[config.mk]
export PLATFORM = sky130hd
export DESIGN_NAME = fc_l2_port_arbiter
export DESIGN_NICKNAME = d
export VERILOG_FILES = /design/src/rtl/fc_l2_arb_pkg.sv /design/src/rtl/fc_l2_arb_id_fifo.sv /design/src/rtl/fc_l2_port_arbiter.sv
export SDC_FILE = /design/constraint.sdc
export NUM_CORES = 1
export LEC_CHECK = 0
export CORE_AREA = 10 10 167 169
export DETAILED_ROUTE_END_ITERATION = 8
export DIE_AREA = 0 0 177 179
export HOLD_SLACK_MARGIN = 0.03
export MAX_ROUTING_LAYER = met4
export PLACE_DENSITY = 0.61
export SYNTH_ARGS = -nofsm -noshare
export SYNTH_HDL_FRONTEND = slang
export SYNTH_SLANG_ARGS = --single-unit
[constraint.sdc]
create_clock -name clk_i -period 5.16 [get_ports clk_i]
set_clock_uncertainty 0.2 [all_clocks]
set_input_delay 0.774 -clock clk_i [delete_from_list [all_inputs] [get_ports clk_i]]
set_output_delay 0.774 -clock clk_i [all_outputs]
set_load 0.1 [all_outputs]
[src/rtl/fc_l2_arb_pkg.sv]
// Shared types and the round-robin pick helper for the FC L2 port arbiter.
package fc_l2_arb_pkg;

    localparam int unsigned N_MASTER_MAX = 8;
    localparam int unsigned CNT_W        = 32;

    typedef logic [$clog2(N_MASTER_MAX)-1:0] id_t;

    typedef struct packed {
        logic valid;
        id_t  id;
    } rr_pick_t;

    // First asserted request at or after ptr, scanning upward and wrapping at n_master.
    function automatic rr_pick_t rr_pick(input logic [N_MASTER_MAX-1:0] req,
                                         input id_t                     ptr,
                                         input int unsigned             n_master);
        rr_pick_t    res;
        int unsigned idx;
        res = '0;
        for (int unsigned k = 0; k < N_MASTER_MAX; k++) begin
            idx = (32'(ptr) + k) % n_master;
            if (k < n_master && !res.valid && req[id_t'(idx)]) begin
                res.valid = 1'b1;
                res.id    = id_t'(idx);
            end
        end
        return res;
    endfunction

endpackage

[src/rtl/fc_l2_arb_id_fifo.sv]
// Circular FIFO of requester IDs for granted-but-unanswered L2 transactions.
// A push is accepted while full when a pop happens in the same cycle.
module fc_l2_arb_id_fifo
    import fc_l2_arb_pkg::*;
#(
    parameter int unsigned Depth = 4
) (
    input  logic                       clk_i,
    input  logic                       rst_i,
    input  logic                       push_i,
    input  id_t                        push_id_i,
    input  logic                       pop_i,
    output id_t                        head_o,
    output logic [$clog2(Depth+1)-1:0] count_o,
    output logic                       full_o,
    output logic                       empty_o
);

    localparam int unsigned PtrW = $clog2(Depth);
    localparam int unsigned CntW = $clog2(Depth+1);

    id_t            mem_q [Depth];
    logic [PtrW-1:0] wr_ptr_q, wr_ptr_d;
    logic [PtrW-1:0] rd_ptr_q, rd_ptr_d;
    logic [CntW-1:0] count_q, count_d;
    logic            push_ok, pop_ok;

    assign full_o  = (count_q == CntW'(Depth));
    assign empty_o = (count_q == '0);
    assign head_o  = mem_q[rd_ptr_q];
    assign count_o = count_q;

    assign pop_ok  = pop_i & ~empty_o;
    assign push_ok = push_i & (~full_o | pop_ok);

    // Depth is a power of two, so pointer increments wrap naturally.
    always_comb begin
        wr_ptr_d = wr_ptr_q;
        rd_ptr_d = rd_ptr_q;
        count_d  = count_q + CntW'(push_ok) - CntW'(pop_ok);
        if (push_ok) begin
            wr_ptr_d = wr_ptr_q + PtrW'(1);
        end
        if (pop_ok) begin
            rd_ptr_d = rd_ptr_q + PtrW'(1);
        end
    end

    always_ff @(posedge clk_i or posedge rst_i) begin
        if (rst_i) begin
            wr_ptr_q <= '0;
            rd_ptr_q <= '0;
            count_q  <= '0;
        end else begin
            wr_ptr_q <= wr_ptr_d;
            rd_ptr_q <= rd_ptr_d;
            count_q  <= count_d;
        end
    end

    always_ff @(posedge clk_i) begin
        if (push_ok) begin
            mem_q[wr_ptr_q] <= push_id_i;
        end
    end

endmodule

[src/rtl/fc_l2_port_arbiter.sv]
// Round-robin arbiter sharing one L2 TCDM master port among N_MASTER requesters.
// Optional per-master grant counters are built when FC_L2_ARB_PERF_EN is defined.
module fc_l2_port_arbiter
    import fc_l2_arb_pkg::*;
#(
    parameter int unsigned N_MASTER        = 3,
    parameter int unsigned MAX_OUTSTANDING = 4,
    parameter int unsigned ADDR_W          = 32,
    parameter int unsigned DATA_W          = 32,
    localparam int unsigned BE_W           = DATA_W / 8
) (
    input  logic                               clk_i,
    input  logic                               rst_i,
    input  logic [N_MASTER-1:0]                m_req_i,
    input  logic [N_MASTER-1:0][ADDR_W-1:0]    m_add_i,
    input  logic [N_MASTER-1:0]                m_wen_i,
    input  logic [N_MASTER-1:0][DATA_W-1:0]    m_wdata_i,
    input  logic [N_MASTER-1:0][BE_W-1:0]      m_be_i,
    output logic [N_MASTER-1:0]                m_gnt_o,
    output logic [N_MASTER-1:0]                m_r_valid_o,
    output logic [DATA_W-1:0]                  m_r_rdata_o,
    output logic                               m_r_opc_o,
    output logic                               s_req_o,
    output logic [ADDR_W-1:0]                  s_add_o,
    output logic                               s_wen_o,
    output logic [DATA_W-1:0]                  s_wdata_o,
    output logic [BE_W-1:0]                    s_be_o,
    input  logic                               s_gnt_i,
    input  logic                               s_r_valid_i,
    input  logic [DATA_W-1:0]                  s_r_rdata_i,
    input  logic                               s_r_opc_i,
    output logic                               busy_o,
    output logic                               err_o,
    output logic [N_MASTER-1:0][CNT_W-1:0]     grant_cnt_o
);

    localparam int unsigned CntW = $clog2(MAX_OUTSTANDING+1);

    id_t                     rr_ptr_q, rr_ptr_d;
    logic                    err_q, err_d;
    logic                    busy_q, busy_d;
    logic [N_MASTER_MAX-1:0] req_pad;
    rr_pick_t                pick;
    logic                    can_issue;
    logic                    grant;
    logic                    pop;
    id_t                     head;
    logic [CntW-1:0]         count;
    logic [CntW-1:0]         count_nxt;
    logic                    full;
    logic                    empty;

    fc_l2_arb_id_fifo #(
        .Depth (MAX_OUTSTANDING)
    ) u_id_fifo (
        .clk_i     (clk_i),
        .rst_i     (rst_i),
        .push_i    (grant),
        .push_id_i (pick.id),
        .pop_i     (pop),
        .head_o    (head),
        .count_o   (count),
        .full_o    (full),
        .empty_o   (empty)
    );

    always_comb begin
        req_pad                 = '0;
        req_pad[N_MASTER-1:0]   = m_req_i;
        pick                    = rr_pick(req_pad, rr_ptr_q, N_MASTER);
    end

    // A response in the same cycle frees a slot, so a full FIFO can still issue.
    assign can_issue = ~full | s_r_valid_i;
    assign s_req_o   = pick.valid & can_issue & ~rst_i;
    assign grant     = s_req_o & s_gnt_i;
    assign pop       = s_r_valid_i & ~empty;

    assign m_r_rdata_o = s_r_rdata_i;
    assign m_r_opc_o   = s_r_opc_i;

    always_comb begin
        s_add_o     = '0;
        s_wen_o     = 1'b0;
        s_wdata_o   = '0;
        s_be_o      = '0;
        m_gnt_o     = '0;
        m_r_valid_o = '0;
        for (int unsigned i = 0; i < N_MASTER; i++) begin
            if (pick.valid && pick.id == id_t'(i)) begin
                s_add_o    = m_add_i[i];
                s_wen_o    = m_wen_i[i];
                s_wdata_o  = m_wdata_i[i];
                s_be_o     = m_be_i[i];
                m_gnt_o[i] = grant;
            end
            if (pop && head == id_t'(i)) begin
                m_r_valid_o[i] = 1'b1;
            end
        end
    end

    always_comb begin
        rr_ptr_d = rr_ptr_q;
        if (grant) begin
            rr_ptr_d = (pick.id == id_t'(N_MASTER-1)) ? '0 : pick.id + id_t'(1);
        end
    end

    // A response with nothing outstanding is a protocol violation and is dropped.
    assign err_d     = err_q | (s_r_valid_i & empty);
    assign count_nxt = count + CntW'(grant) - CntW'(pop);
    assign busy_d    = (count_nxt != '0);

    always_ff @(posedge clk_i or posedge rst_i) begin
        if (rst_i) begin
            rr_ptr_q <= '0;
            err_q    <= 1'b0;
            busy_q   <= 1'b0;
        end else begin
            rr_ptr_q <= rr_ptr_d;
            err_q    <= err_d;
            busy_q   <= busy_d;
        end
    end

    assign busy_o = busy_q;
    assign err_o  = err_q;

`ifdef FC_L2_ARB_PERF_EN
    logic [N_MASTER-1:0][CNT_W-1:0] grant_cnt_q, grant_cnt_d;

    always_comb begin
        grant_cnt_d = grant_cnt_q;
        for (int unsigned i = 0; i < N_MASTER; i++) begin
            if (m_gnt_o[i] && grant_cnt_q[i] != {CNT_W{1'b1}}) begin
                grant_cnt_d[i] = grant_cnt_q[i] + CNT_W'(1);
            end
        end
    end

    always_ff @(posedge clk_i or posedge rst_i) begin
        if (rst_i) begin
            grant_cnt_q <= '0;
        end else begin
            grant_cnt_q <= grant_cnt_d;
        end
    end

    assign grant_cnt_o = grant_cnt_q;
`else
    assign grant_cnt_o = '0;
`endif

endmodule

==> impl_results.md <==
* Outcome: finished with violations
* Failing checks: setup timing
* GRT Overall Usage at 0.157
* Antenna violations before repair at 0
* DRC viols at 0
* FF/Latch Area at roughly 660 um^2
* Count of unique library cells instantiated by Yosys at 68
* Placed Area at approximately 10000 um^2
* Worst path max stage delay at approximately 460 ps
* CTS tree: done
* Hold Vio Cnt, Final at 0
* Worst path most repeated cell: ha_4
* Crit path max fanout at 7
* Tcrit/Tclk final at 1.03
* Share of layout cells above drive strength 1 at 0.374
* Count leader, synth: buf_4
* Multi-input gate area at 4480 um^2
* First-pass GRT wire length at 37.4 mm
* CP Capture Type: primary output
* Number of buffers added on ports at 291
* Top-area cell type share of the netlist area at 0.184
* Cells on worst reg2reg path at 22
* Root Driver: clkbuf_16
* Number of synthesized flops with an enable pin at 12
* Vias at roughly 5700
* Nets at 1248
* Worst Setup Start Kind: flip-flop
* Met1 Wirelength at 10.8 mm
* RD Place Congestion at around 0.93
* Synth area leader: o32ai_2
* Worst setup margin at -136 ps
* Via density at 4.34
* Initial Util at 0.246
* H-tree lvl count at 1
* Post-Synth XOR/XNOR Area at 0.0209
* Routed wl met2 at between 10 and 15 mm
* Core Rows at 58
* Vias in the first global route at 5964
* Final-report setup violation count at 72
* Arr. time, crit path at 4320 ps
* Crit. Startpoint: rr_ptr_q[1]
* Mapped Cells at 660
* Filler Cells Inserted at 2331
* Worst-Skew Late Latency at ~260 ps
* Mux contribution to synthesized area at 0.184
* Clk sinks at 24
* First-pass detailed-route iteration total at 4
* Hold buffer count at cts at 0
* Kind of critical path: flip-flop to primary output
* Worst Setup EP: s_wdata_o[3]
* Die W at 177 um
* Hold crit path type: flip-flop to flip-flop
* Initial drt markers at 280
* Core Util, Final at 0.445
* F_max at 0.189 GHz
* Ranking of synthesized cells by area: o32ai_2 (18%), buf_4 (17%), mux2_4 (16%), edfxtp_1 (5.9%), inv_1 (5.4%)
* Pins over their slew limit at 0
* Area of the core at 24700 um^2
* Synth Flop Type: edfxtp_1
* # IOs at around 450
* Synthesized flop and latch total at 24
* Max Cap Viol at 0
* Die Height at 179 um
* Reg2reg start: rr_ptr_q[1]
* Uppermost layer routed: met4
* Die area at around 32000 um^2
* CP cell instances: ha_4 > xnor2_4 > a21oi_2 > ha_2 > ha_4 > nor2_4 > o21ai_2 > o2111a_4 > ha_4 > mux2i_2 > o22ai_2 > o2111ai_2 > o41ai_4 > a211oi_4 > nand4_1 > a21o_4 > buf_12 > buf_16 > mux2_4 > buf_12
* Simple-gate portion of the synthesized area at 0.103
* Post-synthesis sequential area ratio at 0.108
* CP Data Required Time at 4190 ps
* Clock slew at reported path FFs at 70 ps
* Synthesized area at 6100 um^2
* Async SR Flop Fraction at 0.500
* Max Root-Sink Buffers at 2
* Worst-Margin Slew at 971 ps
* Largest family of logic cells by synthesized area: buffers and inverters
* Largest net degree at the start of global routing at 70
* Number of synthesis warnings at 0
* DP Wirelength at 20.9 mm
* Setup_tns at -7090 ps
* Routed wl met3 at roughly 2.1 mm
* Final Cell Area at ~11000 um^2
* Area Overhead vs Synth at 80.5%
* Rel. slew slack at 0.350
* Flop-to-flop setup slack at between 400 and 500 ps
* WL/cell at 21.0 um
* GRT overflow at 0
* Syn_area_per_cell at 9.24 um^2
* Min Clock Period, post-route at 5300 ps
* Reg2reg end: busy_o
* CP max stage cell: dfrtp_2
* Adder and majority gate portion of the synthesized area at 0.0558
* Detailed Route WL at 27.4 mm
* Most frequent cells after synthesis: buf_4 (135), inv_1 (87), nand2_1 (80), o32ai_2 (69), mux2_4 (66)
* CTS buffer count at 3
* DRT antenna net count at 0
* Post-synthesis compound-gate area fraction at 0.257
* RSZ-0062 raised after global routing: true
## worst min path at each step
stage,from,to,depth (start not counted)
floorplan,u_id_fifo.rd_ptr_q[1],u_id_fifo.rd_ptr_q[1],1
global placement,err_o,err_o,1
detailed placement,err_o,err_o,1
CTS,err_o,err_o,1
global route,err_o,err_o,1
finish,err_o,err_o,1
## metal layers
metal / vias to the layer above / track usage
met2: 253 / 0.279
met5: - / -
li1: 2718 / -
met1: 2680 / 0.187
met3: 14 / 0.0289
met4: 0 / 0.0186
## placed cells by master (no fill, tap or decap), drive strengths merged, types with 4 or more instances in the layout
master / instances
conb: 100
nand2b: 5
clkbuf: 9
buf: 161
a21o: 6
o21ai: 7
nor2: 13
inv: 87
nor3: 8
edfxtp: 12
a211oi: 7
a31oi: 5
mux2: 69
ha: 24
a21oi: 8
dfrtp: 12
clkdlybuf4s50: 215
xnor2: 9
o32ai: 72
nand2: 80
and2: 4
## flip-flops by register name, indices dropped and copies added (netlist names)
| register | flops |
|---|---|
| u_id_fifo.mem_q | 12 |
| rr_ptr_q | 3 |
| u_id_fifo.count_o | 3 |
| u_id_fifo.rd_ptr_q | 2 |
| u_id_fifo.wr_ptr_q | 2 |
| busy_o | 1 |
| err_o | 1 |
## logic make-up after synthesis
kind of cell | count (synthesis)
xor gates and xnor gates | 12
other | 1
AOI/OAI and AO/OA | 126
DFF | 24
adders and majority gates | 26
muxes | 75
and+or+nand+nor | 134
buffers and inverters | 262
## critical path: cells and delay by family, from the launching register on
family / cells / cell delay (ps)
and+or+nand+nor: 2 / 230
xor gates and xnor gates: 1 / 160
buffers and inverters: 3 / 500
adders and majority gates: 4 / 850
AOI/OAI and AO/OA: 8 / 1270
muxes: 2 / 560
DFF: 1 / 460
## timing repair
| action | in CTS | in global routing |
|---|---|---|
| pin swaps | 13 | 4 |
| endpoints found under the setup margin | 72 | 73 |
| resized for setup | 49 | 18 |
| setup buffers | 29 | 5 |
| gates cloned | 14 | 7 |
## per-stage QoR
step	setup slack, ps	instances	hold WS, ps
3_3_place_gp	-1.34	1246	241
4_1_cts	-102	1292	275
6_report	-136	1305	272
2_1_floorplan	-97.2	759	306
3_5_place_dp	-7.72	1246	250
5_1_grt	-302	1304	285
## cell type report
type | count | area share
repair buffers | 385 | 0.455
multi-input cells | 473 | 0.406
flip-flops and latches | 24 | 0.0603
well taps | 330 | 0.0375
inverters | 88 | 0.0312
clock buffers | 3 | 0.00682
clock inverters | 1 | 0.00273
diodes | 1 | 0.000227
Power is not shown: default switching activity piles up to over one toggle a cycle in this logic, so the estimate is an artifact.
